==> src/rtl/guess_game_pkg.sv <==
// Shared types and constants for the number-guessing game controller:
// FSM states, compare-result flags and the LFSR tap table.
package guess_game_pkg;

    typedef enum logic [1:0] {
        S_INIT = 2'd0,
        S_PLAY = 2'd1,
        S_WON  = 2'd2,
        S_LOST = 2'd3
    } state_t;

    // Result of the most recent guess; at most one bit is ever set.
    typedef struct packed {
        logic over;
        logic under;
        logic equal;
    } dp_t;

    localparam int WIDTH_MIN = 4;
    localparam int WIDTH_MAX = 16;
    localparam int TRIES_MIN = 1;
    localparam int TRIES_MAX = 255;

    // Maximal-length Fibonacci tap masks; bit n-1 set means tap n.
    function automatic logic [15:0] lfsr_taps(input int width);
        case (width)
            4:       return 16'h000C;
            5:       return 16'h0014;
            6:       return 16'h0030;
            7:       return 16'h0060;
            8:       return 16'h00B8;
            9:       return 16'h0110;
            10:      return 16'h0240;
            11:      return 16'h0500;
            12:      return 16'h0829;
            13:      return 16'h100D;
            14:      return 16'h2015;
            15:      return 16'h6000;
            16:      return 16'hD008;
            default: return 16'h0000;
        endcase
    endfunction

    function automatic bit cfg_ok(input int width, input int max_tries, input int unsigned seed);
        return (width >= WIDTH_MIN) && (width <= WIDTH_MAX) &&
               (max_tries >= TRIES_MIN) && (max_tries <= TRIES_MAX) &&
               ((seed & ((32'd1 << width) - 32'd1)) != 32'd0);
    endfunction

endpackage

==> src/rtl/guess_game_ctrl_lfsr.sv <==
// Free-running Fibonacci LFSR used as the secret source; a nonzero seed
// keeps it out of the all-zero lock-up state.
module lfsr_gen
    import guess_game_pkg::*;
#(
    parameter int          WIDTH = 8,
    parameter int unsigned SEED  = 32'd1
) (
    input  logic             clk,
    input  logic             reset,
    output logic [WIDTH-1:0] q
);

    localparam logic [WIDTH-1:0] TAPS   = WIDTH'(lfsr_taps(WIDTH));
    localparam logic [WIDTH-1:0] SEED_W = WIDTH'(SEED);

    logic [WIDTH-1:0] q_q;
    logic [WIDTH-1:0] q_d;

    always_comb begin
        q_d = {q_q[WIDTH-2:0], ^(q_q & TAPS)};
    end

    always_ff @(posedge clk) begin
        if (!reset) begin
            q_q <= SEED_W;
        end else begin
            q_q <= q_d;
        end
    end

    assign q = q_q;

endmodule

==> src/rtl/guess_game_ctrl.sv <==
// Number-guessing game controller: compares guesses against a secret,
// counts down wrong attempts and reports win/lose.
module guess_game_ctrl
    import guess_game_pkg::*;
#(
    parameter int          WIDTH     = 8,
    parameter int          MAX_TRIES = 7,
    parameter bit          RANDOM    = 1'b1,
    parameter int unsigned SECRET    = 32'h0C,
    parameter int unsigned SEED      = 32'd1,
    localparam int         TW        = $clog2(MAX_TRIES + 1)
) (
    input  logic             clk,
    input  logic             reset,
    input  logic             enter,
    input  logic             new_game,
    input  logic [WIDTH-1:0] guess,
    output logic [WIDTH-1:0] actual,
    output logic             dp_over,
    output logic             dp_under,
    output logic             dp_equal,
    output logic [TW-1:0]    tries_left,
    output logic             game_won,
    output logic             game_lost,
    output state_t           dbg_state
);

    localparam bit               CFG_OK     = cfg_ok(WIDTH, MAX_TRIES, SEED);
    localparam logic [WIDTH-1:0] SECRET_W   = WIDTH'(SECRET);
    localparam logic [TW-1:0]    TRIES_INIT = TW'(MAX_TRIES);

    if (!CFG_OK) begin : g_bad_cfg
        $error("guess_game_ctrl: WIDTH, MAX_TRIES or SEED out of range");
    end

    state_t           state_q, state_d;
    logic             enter_q, enter_d;
    logic [WIDTH-1:0] actual_q, actual_d;
    logic [TW-1:0]    tries_q, tries_d;
    dp_t              dp_q, dp_d;
    logic [WIDTH-1:0] lfsr_q;
    logic             press;

    lfsr_gen #(
        .WIDTH (WIDTH),
        .SEED  (SEED)
    ) u_lfsr (
        .clk   (clk),
        .reset (reset),
        .q     (lfsr_q)
    );

    always_ff @(posedge clk) begin
        if (!reset) begin
            state_q  <= S_INIT;
            enter_q  <= 1'b0;
            actual_q <= '0;
            tries_q  <= TRIES_INIT;
            dp_q     <= '0;
        end else begin
            state_q  <= state_d;
            enter_q  <= enter_d;
            actual_q <= actual_d;
            tries_q  <= tries_d;
            dp_q     <= dp_d;
        end
    end

    assign press   = enter & ~enter_q;
    assign enter_d = enter;

    // new_game takes priority over any press seen in the same cycle.
    always_comb begin
        state_d  = state_q;
        actual_d = actual_q;
        tries_d  = tries_q;
        dp_d     = dp_q;
        if (new_game) begin
            state_d = S_INIT;
            dp_d    = '0;
        end else begin
            case (state_q)
                S_INIT: begin
                    actual_d = RANDOM ? lfsr_q : SECRET_W;
                    tries_d  = TRIES_INIT;
                    dp_d     = '0;
                    state_d  = S_PLAY;
                end
                S_PLAY: begin
                    if (press) begin
                        dp_d.over  = guess > actual_q;
                        dp_d.under = guess < actual_q;
                        dp_d.equal = guess == actual_q;
                        if (guess == actual_q) begin
                            state_d = S_WON;
                        end else if (tries_q > TW'(1)) begin
                            tries_d = tries_q - TW'(1);
                        end else begin
                            tries_d = '0;
                            state_d = S_LOST;
                        end
                    end
                end
                default: begin
                    state_d = state_q;
                end
            endcase
        end
    end

    always_comb begin
        actual     = actual_q;
        dp_over    = dp_q.over;
        dp_under   = dp_q.under;
        dp_equal   = dp_q.equal;
        tries_left = tries_q;
        game_won   = (state_q == S_WON);
        game_lost  = (state_q == S_LOST);
        dbg_state  = state_q;
    end

endmodule
==> config.mk <==
export PLATFORM = sky130hd
export DESIGN_NAME = guess_game_ctrl
export DESIGN_NICKNAME = d
export VERILOG_FILES = /design/src/rtl/guess_game_pkg.sv /design/src/rtl/guess_game_ctrl_lfsr.sv /design/src/rtl/guess_game_ctrl.sv
export SDC_FILE = /design/constraint.sdc
export NUM_CORES = 1
export LEC_CHECK = 0
export CAP_MARGIN = 20
export CELL_PAD_IN_SITES_DETAIL_PLACEMENT = 0
export CELL_PAD_IN_SITES_GLOBAL_PLACEMENT = 1
export CORE_ASPECT_RATIO = 2
export CORE_MARGIN = 1.5
export CORE_UTILIZATION = 36
export DETAILED_ROUTE_END_ITERATION = 16
export GPL_TIMING_DRIVEN = 0
export PLACE_DENSITY = 0.89
export SLEW_MARGIN = 5
export SYNTH_ARGS = -nofsm -noshare
export SYNTH_HDL_FRONTEND = slang
export SYNTH_HIERARCHICAL = 1
export SYNTH_SLANG_ARGS = --single-unit
==> constraint.sdc <==
create_clock -name clk -period 1.8 [get_ports clk]
set_input_delay 0.27 -clock clk [delete_from_list [all_inputs] [get_ports clk]]
set_output_delay 0.27 -clock clk [all_outputs]
set_load 0.01 [all_outputs]
==> Flow_metrics.wiki, run 1 <==
{| class="wikitable"
! Metric !! Value
|-
| Buffers from clock root to sink, at most || 2
|-
| Worst Setup End Kind || register
|-
| Post-synth EDFFs || 0
|-
| Placeable core region || between 0.003 and 0.004 sq mm
|-
| Post-layout total power || 0.001054 W
|-
| Unrepaired setup endpoints after global routing || no
|-
| Maximum clock frequency || ~570 MHz
|-
| Die area || between 0.003 and 0.004 sq mm
|-
| Antenna diode count || 0
|-
| Global-route usage over all layers || 0.1576
|-
| Number of global-route vias before repair || approximately 1100
|-
| Endpoints failing hold || 0
|-
| Sequential fraction of the synthesis area || 0.3988
|-
| Final weighted congestion in routability-driven placement || approximately 0.91
|-
| Worst endpoint required time || a little under 2 ns
|-
| Setup slack on the worst flop-to-flop path || roughly 0.046 ns
|-
| Average via count per standard cell || 5.239
|-
| TritonCTS clock tree || done
|-
| YS warnings || 6
|-
| Maximum level of the CTS H-tree || 1
|-
| Critical register-to-register path startpoint || actual[7]
|-
| Largest driver fanout on the critical path || 5
|-
| Worst-case clock skew || 0.006122 ns
|-
| Max-slew violation count || 0
|-
| Syn nets || around 160
|-
| Reg clk slew, reported paths || approximately 0.090 ns
|-
| Ratio of cells with drive above 1 in the final layout || 0.1808
|-
| Maximum number of pins on one net before global-route repair || 16
|-
| Number of unique standard cell types used by synthesis || 36
|-
| Avg WL per Cell || about 14 um
|-
| Highest ir drop seen on vdd || roughly 0.37 mV
|-
| Starting Density || 0.3715
|-
| Setup Crit Path Kind || input port to register
|-
| Fraction of the cycle the final worst path needs || 0.9747
|-
| Die outline width || between 40 and 50 um
|-
| Final std cell area, no fill || ~0.0017 sq mm
|-
| Worst-case headroom to the max-slew limit || 0.4051
|-
| First-pass GRT wire length || roughly 4500 um
|-
| Total of endpoints with negative setup slack in the final report || 0
|-
| Die H || 86.50 um
|-
| DR iter-0 viols || 12
|-
| Top_reg_cell synth || dfxtp_1
|-
| Async set-reset flop share out of synthesis || 0
|-
| Number of vias in the routed layout || ~1100
|-
| Synth Area per Inst || around 8.8 sq um
|-
| Final Net Count || 200
|-
| Outcome || complete, no violations
|-
| Commonest non-fill, non-tap cells in the layout || clkdlybuf4s50_1, dfxtp_1, nand2_1
|-
| Residual DRC || 0
|-
| Number of clock sinks || 25
|-
| Number of antenna violations at the first check in global routing || 0
|-
| Fill count || roughly 320
|-
| Destination of the worst register-to-register timing path || tries_left[0]
|-
| CTS Root Cell || clkbuf_8
|-
| Worst min path class || register to register
|-
| Instance count of the mapped netlist || ~140
|-
| Startpoint of the worst hold path || u_lfsr/q[0]
|-
| Transition time at the pin with the least slew margin || between 0.8 and 0.9 ns
|-
| Total of buffers placed on input and output ports || 29
|-
| Leakage power figure || around 0.7 nW
|-
| Min cycle time layout || ~1.8 ns
|-
| Critical path launch point type || input port
|-
| Hold endpoint || u_lfsr/q[1]
|-
| Area grow syn2layout || 35.89%
|-
| Hold buffer count at cts || 0
|-
| Max-cap violations || 0
|-
| Crit path arrival time || between 1.5 and 2 ns
|-
| Number of cell instances on the worst register-to-register path || 6
|-
| Count of TritonRoute iterations in the first routing pass || 4
|-
| Clock latency of the later-clocked register in the worst-skew pair || approximately 0.27 ns
|-
| Clock buffer count from CTS || 3
|-
| Drt total wl || 2822 um
|-
| Power per unit of standard cell area || roughly 620 mW/mm^2
|-
| Worst hold path cell count || 1
|-
| Synth Cell Area || around 0.0013 sq mm
|-
| Most common cell after layout, fill and taps aside || clkdlybuf4s50_1
|-
| Post-detailed-placement cell area || 0.001585 sq mm
|-
| Row count || 30
|-
| Residual antenna-violating net count after detailed routing || 0
|-
| Gr ovfl total || 0
|-
| Count of state elements after synthesis || 25
|-
| I/O pin count || 30
|-
| Detail Placement HPWL || around 2200 um
|}
## through the flow
step | TNS (ns) | setup slack (ns) | instances | hold slack [ns] | utilization
3_5_place_dp | -1.975 | -0.3198 | 203 | 0.4484 | 0.4693
5_1_grt | 0 | 0.004047 | 209 | 0.4822 | 0.5048
2_1_floorplan | 0 | 0.1441 | 142 | 0.3319 | -
4_1_cts | -0.004819 | -0.004819 | 207 | 0.4713 | 0.4841
6_report | 0 | 0.04561 | 209 | 0.4652 | 0.5048
3_3_place_gp | -1.282 | -0.2565 | 203 | 0.4510 | 0.4693
## report_power, final
group | switching (W) | leakage, nW | total (W) | internal, W
clock network | 0.000180 | 0.0217 | 0.000336 | 0.000157
registers | 0.0000116 | 0.206 | 0.000578 | 0.000567
logic | 0.0000656 | 0.456 | 0.000140 | 0.0000741
## registers in the layout, indices dropped and copies added (netlist names)
| name | count |
|---|---|
| u_lfsr/q | 8 |
| dp_under | 1 |
| actual | 8 |
| dp_over | 1 |
| tries_left | 3 |
| dbg_state | 2 |
| enter_q | 1 |
| dp_equal | 1 |
## worst max-delay path: stages
cell and delay, ns:
clkdlybuf4s50_1 0.42, ha_1 0.28, nand4_1 0.20, or3_4 0.47, a21oi_1 0.16, o21ai_0 0.08
## worst max-delay path by stage
stage | from | endpoint | slack (ns) | cells past startpoint
2_1_floorplan | actual[7] | tries_left[2] | 0.14 | 6
3_3_place_gp | guess[7] | tries_left[2] | -0.26 | 6
3_5_place_dp | guess[7] | tries_left[2] | -0.32 | 6
4_1_cts | guess[7] | tries_left[2] | -0.005 | 6
5_1_grt | actual[5] | tries_left[2] | 0.004 | 6
6_report | guess[4] | tries_left[0] | 0.05 | 6
## cells in the mapped netlist (2+ instances only)
master / instances / area (sq um)
nand2_1: 18 / 67.56
dfxtp_1: 25 / 500.5
a21boi_0: 8 / 60.06
nand4_1: 2 / 12.51
buf_4: 7 / 52.55
nand2b_1: 2 / 12.51
a21oi_1: 10 / 50.05
ha_1: 10 / 125.1
nor2_1: 5 / 18.77
xor2_1: 2 / 17.52
nor4_1: 2 / 12.51
o21ai_0: 4 / 20.02
a22oi_1: 2 / 15.01
a211oi_1: 3 / 22.52
and2_1: 8 / 50.05
inv_1: 12 / 45.04
clkbuf_1: 2 / 7.510
and2_2: 2 / 15.01
## cell families after synthesis
family,after synthesis,share of synthesized area
and+or+nand+nor,48,0.2074
AOI/OAI and AO/OA,35,0.1894
DFF,25,0.3988
buffers and inverters,21,0.08375
adders and majority gates,10,0.09970
xor gates and xnor gates,3,0.02094
## timing repair
action | 4_1_cts | 5_1_grt
pin swaps | 1 | 6
setup buffers | 0 | 2
endpoints found under the hold margin | 0 | 0
endpoints found under the setup margin | 2 | 6
gates resized for setup | 1 | 13
## metal layers
| layer | wire [um] | vias to the layer above | track usage |
|---|---|---|---|
| met5 | 0 | - | 0 |
| met4 | 45 | 0 | 0.1019 |
| met3 | 89 | 5 | 0.02292 |
| met2 | 1584 | 28 | 0.2727 |
| met1 | 1103 | 514 | 0.1675 |
| li1 | - | 548 | - |
## area by class of cell
type,count,area (sq um),share of cell area
Buffer,9,60.06,0.03522
Clock buffer,3,41.29,0.02421
Clock inverter,1,7.507,0.004402
Inverter,12,45.04,0.02641
Multi-Input combinational cell,96,690.7,0.4050
Sequential cell,25,508.0,0.2979
Tap cell,32,40.04,0.02348
Timing Repair Buffer,31,312.8,0.1834
(Power assumes the default switching activity.)
==> run 2: changes to the inputs <==
PLACE_DENSITY = 0.9   (was 0.89)
SETUP_SLACK_MARGIN = 0.5   (was not set)
==> run 2 against run 1 <==
Compared with the run above:
- total power grew 1.0%
- die area did not move
- sequential power decreased by 0.7%
- sequential share of layout area shrank 2.4 points
- critical path depth rose by 1
- hold slack lost 0.10 ns
- largest power group unchanged
==> Flow_metrics.wiki, run 2 (synthesis gave the netlist of run 1 again) <==
{| class="wikitable"
! Metric !! Value
|-
| Critical register-to-register path startpoint || actual[7]
|-
| Detail Placement HPWL || 2191 um
|-
| Unrepaired setup endpoints after global routing || yes
|-
| Die H || roughly 87 um
|-
| Average via count per standard cell || between 5 and 6
|-
| First-pass GRT wire length || between 4000 and 5000 um
|-
| Setup Crit Path Kind || register to register
|-
| Maximum clock frequency || about 590 MHz
|-
| Avg WL per Cell || roughly 14 um
|-
| Power per unit of standard cell area || 564.1 mW/mm^2
|-
| Max-slew violation count || 0
|-
| Ratio of cells with drive above 1 in the final layout || 0.3333
|-
| Maximum level of the CTS H-tree || 1
|-
| Final weighted congestion in routability-driven placement || 0.8205
|-
| Startpoint of the worst hold path || reset
|-
| Die outline width || about 45 um
|-
| Global-route usage over all layers || 0.1712
|-
| Starting Density || 0.3715
|-
| Drt total wl || roughly 3200 um
|-
| Endpoints failing hold || 0
|-
| Buffers from clock root to sink, at most || 2
|-
| Area grow syn2layout || 50.45%
|-
| Fraction of the cycle the final worst path needs || 0.9432
|-
| Clock latency of the later-clocked register in the worst-skew pair || 0.27 ns
|-
| Number of clock sinks || 25
|-
| Least setup slack across all paths after layout || 0.1023 ns
|-
| I/O pin count || 30
|-
| Outcome || complete, no violations
|-
| Residual antenna-violating net count after detailed routing || 0
|-
| Max-cap violations || 0
|-
| Hold buffer count at cts || 0
|-
| Total of endpoints with negative setup slack in the final report || 0
|-
| Destination of the worst register-to-register timing path || dp_under
|-
| DR iter-0 viols || 13
|-
| Clock buffer count from CTS || 3
|-
| CTS Root Cell || clkbuf_8
|-
| Antenna diode count || 0
|-
| Placeable core region || ~0.0034 sq mm
|-
| Number of global-route vias before repair || 1132
|-
| Worst hold path cell count || 2
|-
| Most common cell after layout, fill and taps aside || dlygate4sd2_1
|-
| Critical path launch point type || register
|-
| Worst Setup End Kind || register
|-
| Commonest non-fill, non-tap cells in the layout || dlygate4sd2_1, nand2_1, buf_4
|-
| Row count || 30
|-
| TritonCTS clock tree || done
|-
| Worst-case headroom to the max-slew limit || 0.7072
|-
| Reg clk slew, reported paths || 0.09 ns
|-
| Largest driver fanout on the critical path || 2
|-
| Worst hold slack after final layout || approximately 0.36 ns
|-
| Worst min path class || input port to register
|-
| Transition time at the pin with the least slew margin || about 0.44 ns
|-
| Leakage power figure || 0.8290 nW
|-
| Maximum number of pins on one net before global-route repair || 14
|-
| Worst-case clock skew || between 0.008 and 0.009 ns
|-
| Gr ovfl total || 0
|-
| Residual DRC || 0
|-
| Number of cell instances on the worst register-to-register path || 7
|-
| Worst endpoint required time || 1.98 ns
|-
| Highest ir drop seen on vdd || slightly below 0.4 mV
|-
| Setup slack on the worst flop-to-flop path || between 0.1 and 0.15 ns
|-
| Count of TritonRoute iterations in the first routing pass || 4
|-
| Total of buffers placed on input and output ports || 29
|-
| Die area || about 0.0039 sq mm
|-
| Final Net Count || around 220
|-
| Crit path arrival time || 1.88 ns
|-
| Number of vias in the routed layout || 1165
|-
| Number of antenna violations at the first check in global routing || 0
|-
| Hold endpoint || u_lfsr/q[0]
|-
| Min cycle time layout || ~1.7 ns
|-
| Minimum setup slack after placement || -0.3201 ns
|}
[run 2: cell types whose count changed in the layout (fill, tap and decap cells not counted), sizes merged]
| cell | change |
|---|---|
| dlymetal6s2s | -2 |
| dlygate4sd2 | +19 |
| clkinvlp | -1 |
| buf | +17 |
| clkdlybuf4s50 | -22 |
| clkdlybuf4s15 | +3 |
| clkbuf | +1 |
[run 2: area by class of cell]
| type | count | area, sq um |
|---|---|---|
| Fill cell | 315 | 1490 |
| Multi-Input combinational cell | 96 | 747.0 |
| Sequential cell | 25 | 518.0 |
| Timing Repair Buffer | 46 | 421.7 |
| Buffer | 9 | 71.32 |
| Clock buffer | 4 | 45.04 |
| Inverter | 12 | 45.04 |
| Tap cell | 32 | 40.04 |
[run 2: worst max-delay path by stage]
stage | startpoint | end | slack (ns)
after floorplan | actual[6] | tries_left[2] | 0.23
after global placement | guess[7] | tries_left[0] | -0.23
after detailed placement | guess[6] | tries_left[1] | -0.32
after CTS | actual[7] | tries_left[2] | 0.16
after global routing | actual[7] | dp_under | 0.05
final | actual[7] | dp_under | 0.10
[run 2: routing by layer]
metal,GRT usage,share of wire
met5,0,0
met1,0.1769,0.37
met3,0.02083,0.019
met2,0.3202,0.59
met4,0.07713,0.023
[run 2: stage by stage]
stage | TNS (ns) | util | cells | area [sq um] | power (W)
after floorplan | 0 | - | 142 | 1274 | 0.0006634
after global placement | -1.014 | 0.4748 | 203 | 1604 | 0.0007216
after detailed placement | -1.494 | 0.4748 | 203 | 1604 | 0.0007265
after CTS | 0 | 0.5293 | 220 | 1788 | 0.001068
after global routing | 0 | 0.5589 | 224 | 1888 | 0.001121
final | 0 | 0.5589 | 224 | 1888 | 0.001065
[run 2: timing repair]
action,in CTS,in global routing
resized for setup,57,24
pin swaps,15,3
gates cloned,1,0
buffers inserted,12,4
hold endpoints to repair,0,0
endpoints found under the setup margin,35,20
[run 2: worst max-delay path: stages, from the launching register on]
cell,delay [ns]
dfxtp_2,0.36
inv_2,0.05
ha_4,0.23
buf_4,0.13
a21oi_1,0.12
o21ai_1,0.10
or4_1,0.41
o21ai_1,0.21
[run 2: where the power goes]
part | total (W) | switching [W] | internal, W
Combinational | 0.000163 | 0.0000770 | 0.0000865
Sequential | 0.000574 | 0.00000957 | 0.000565
Clock | 0.000327 | 0.000169 | 0.000158
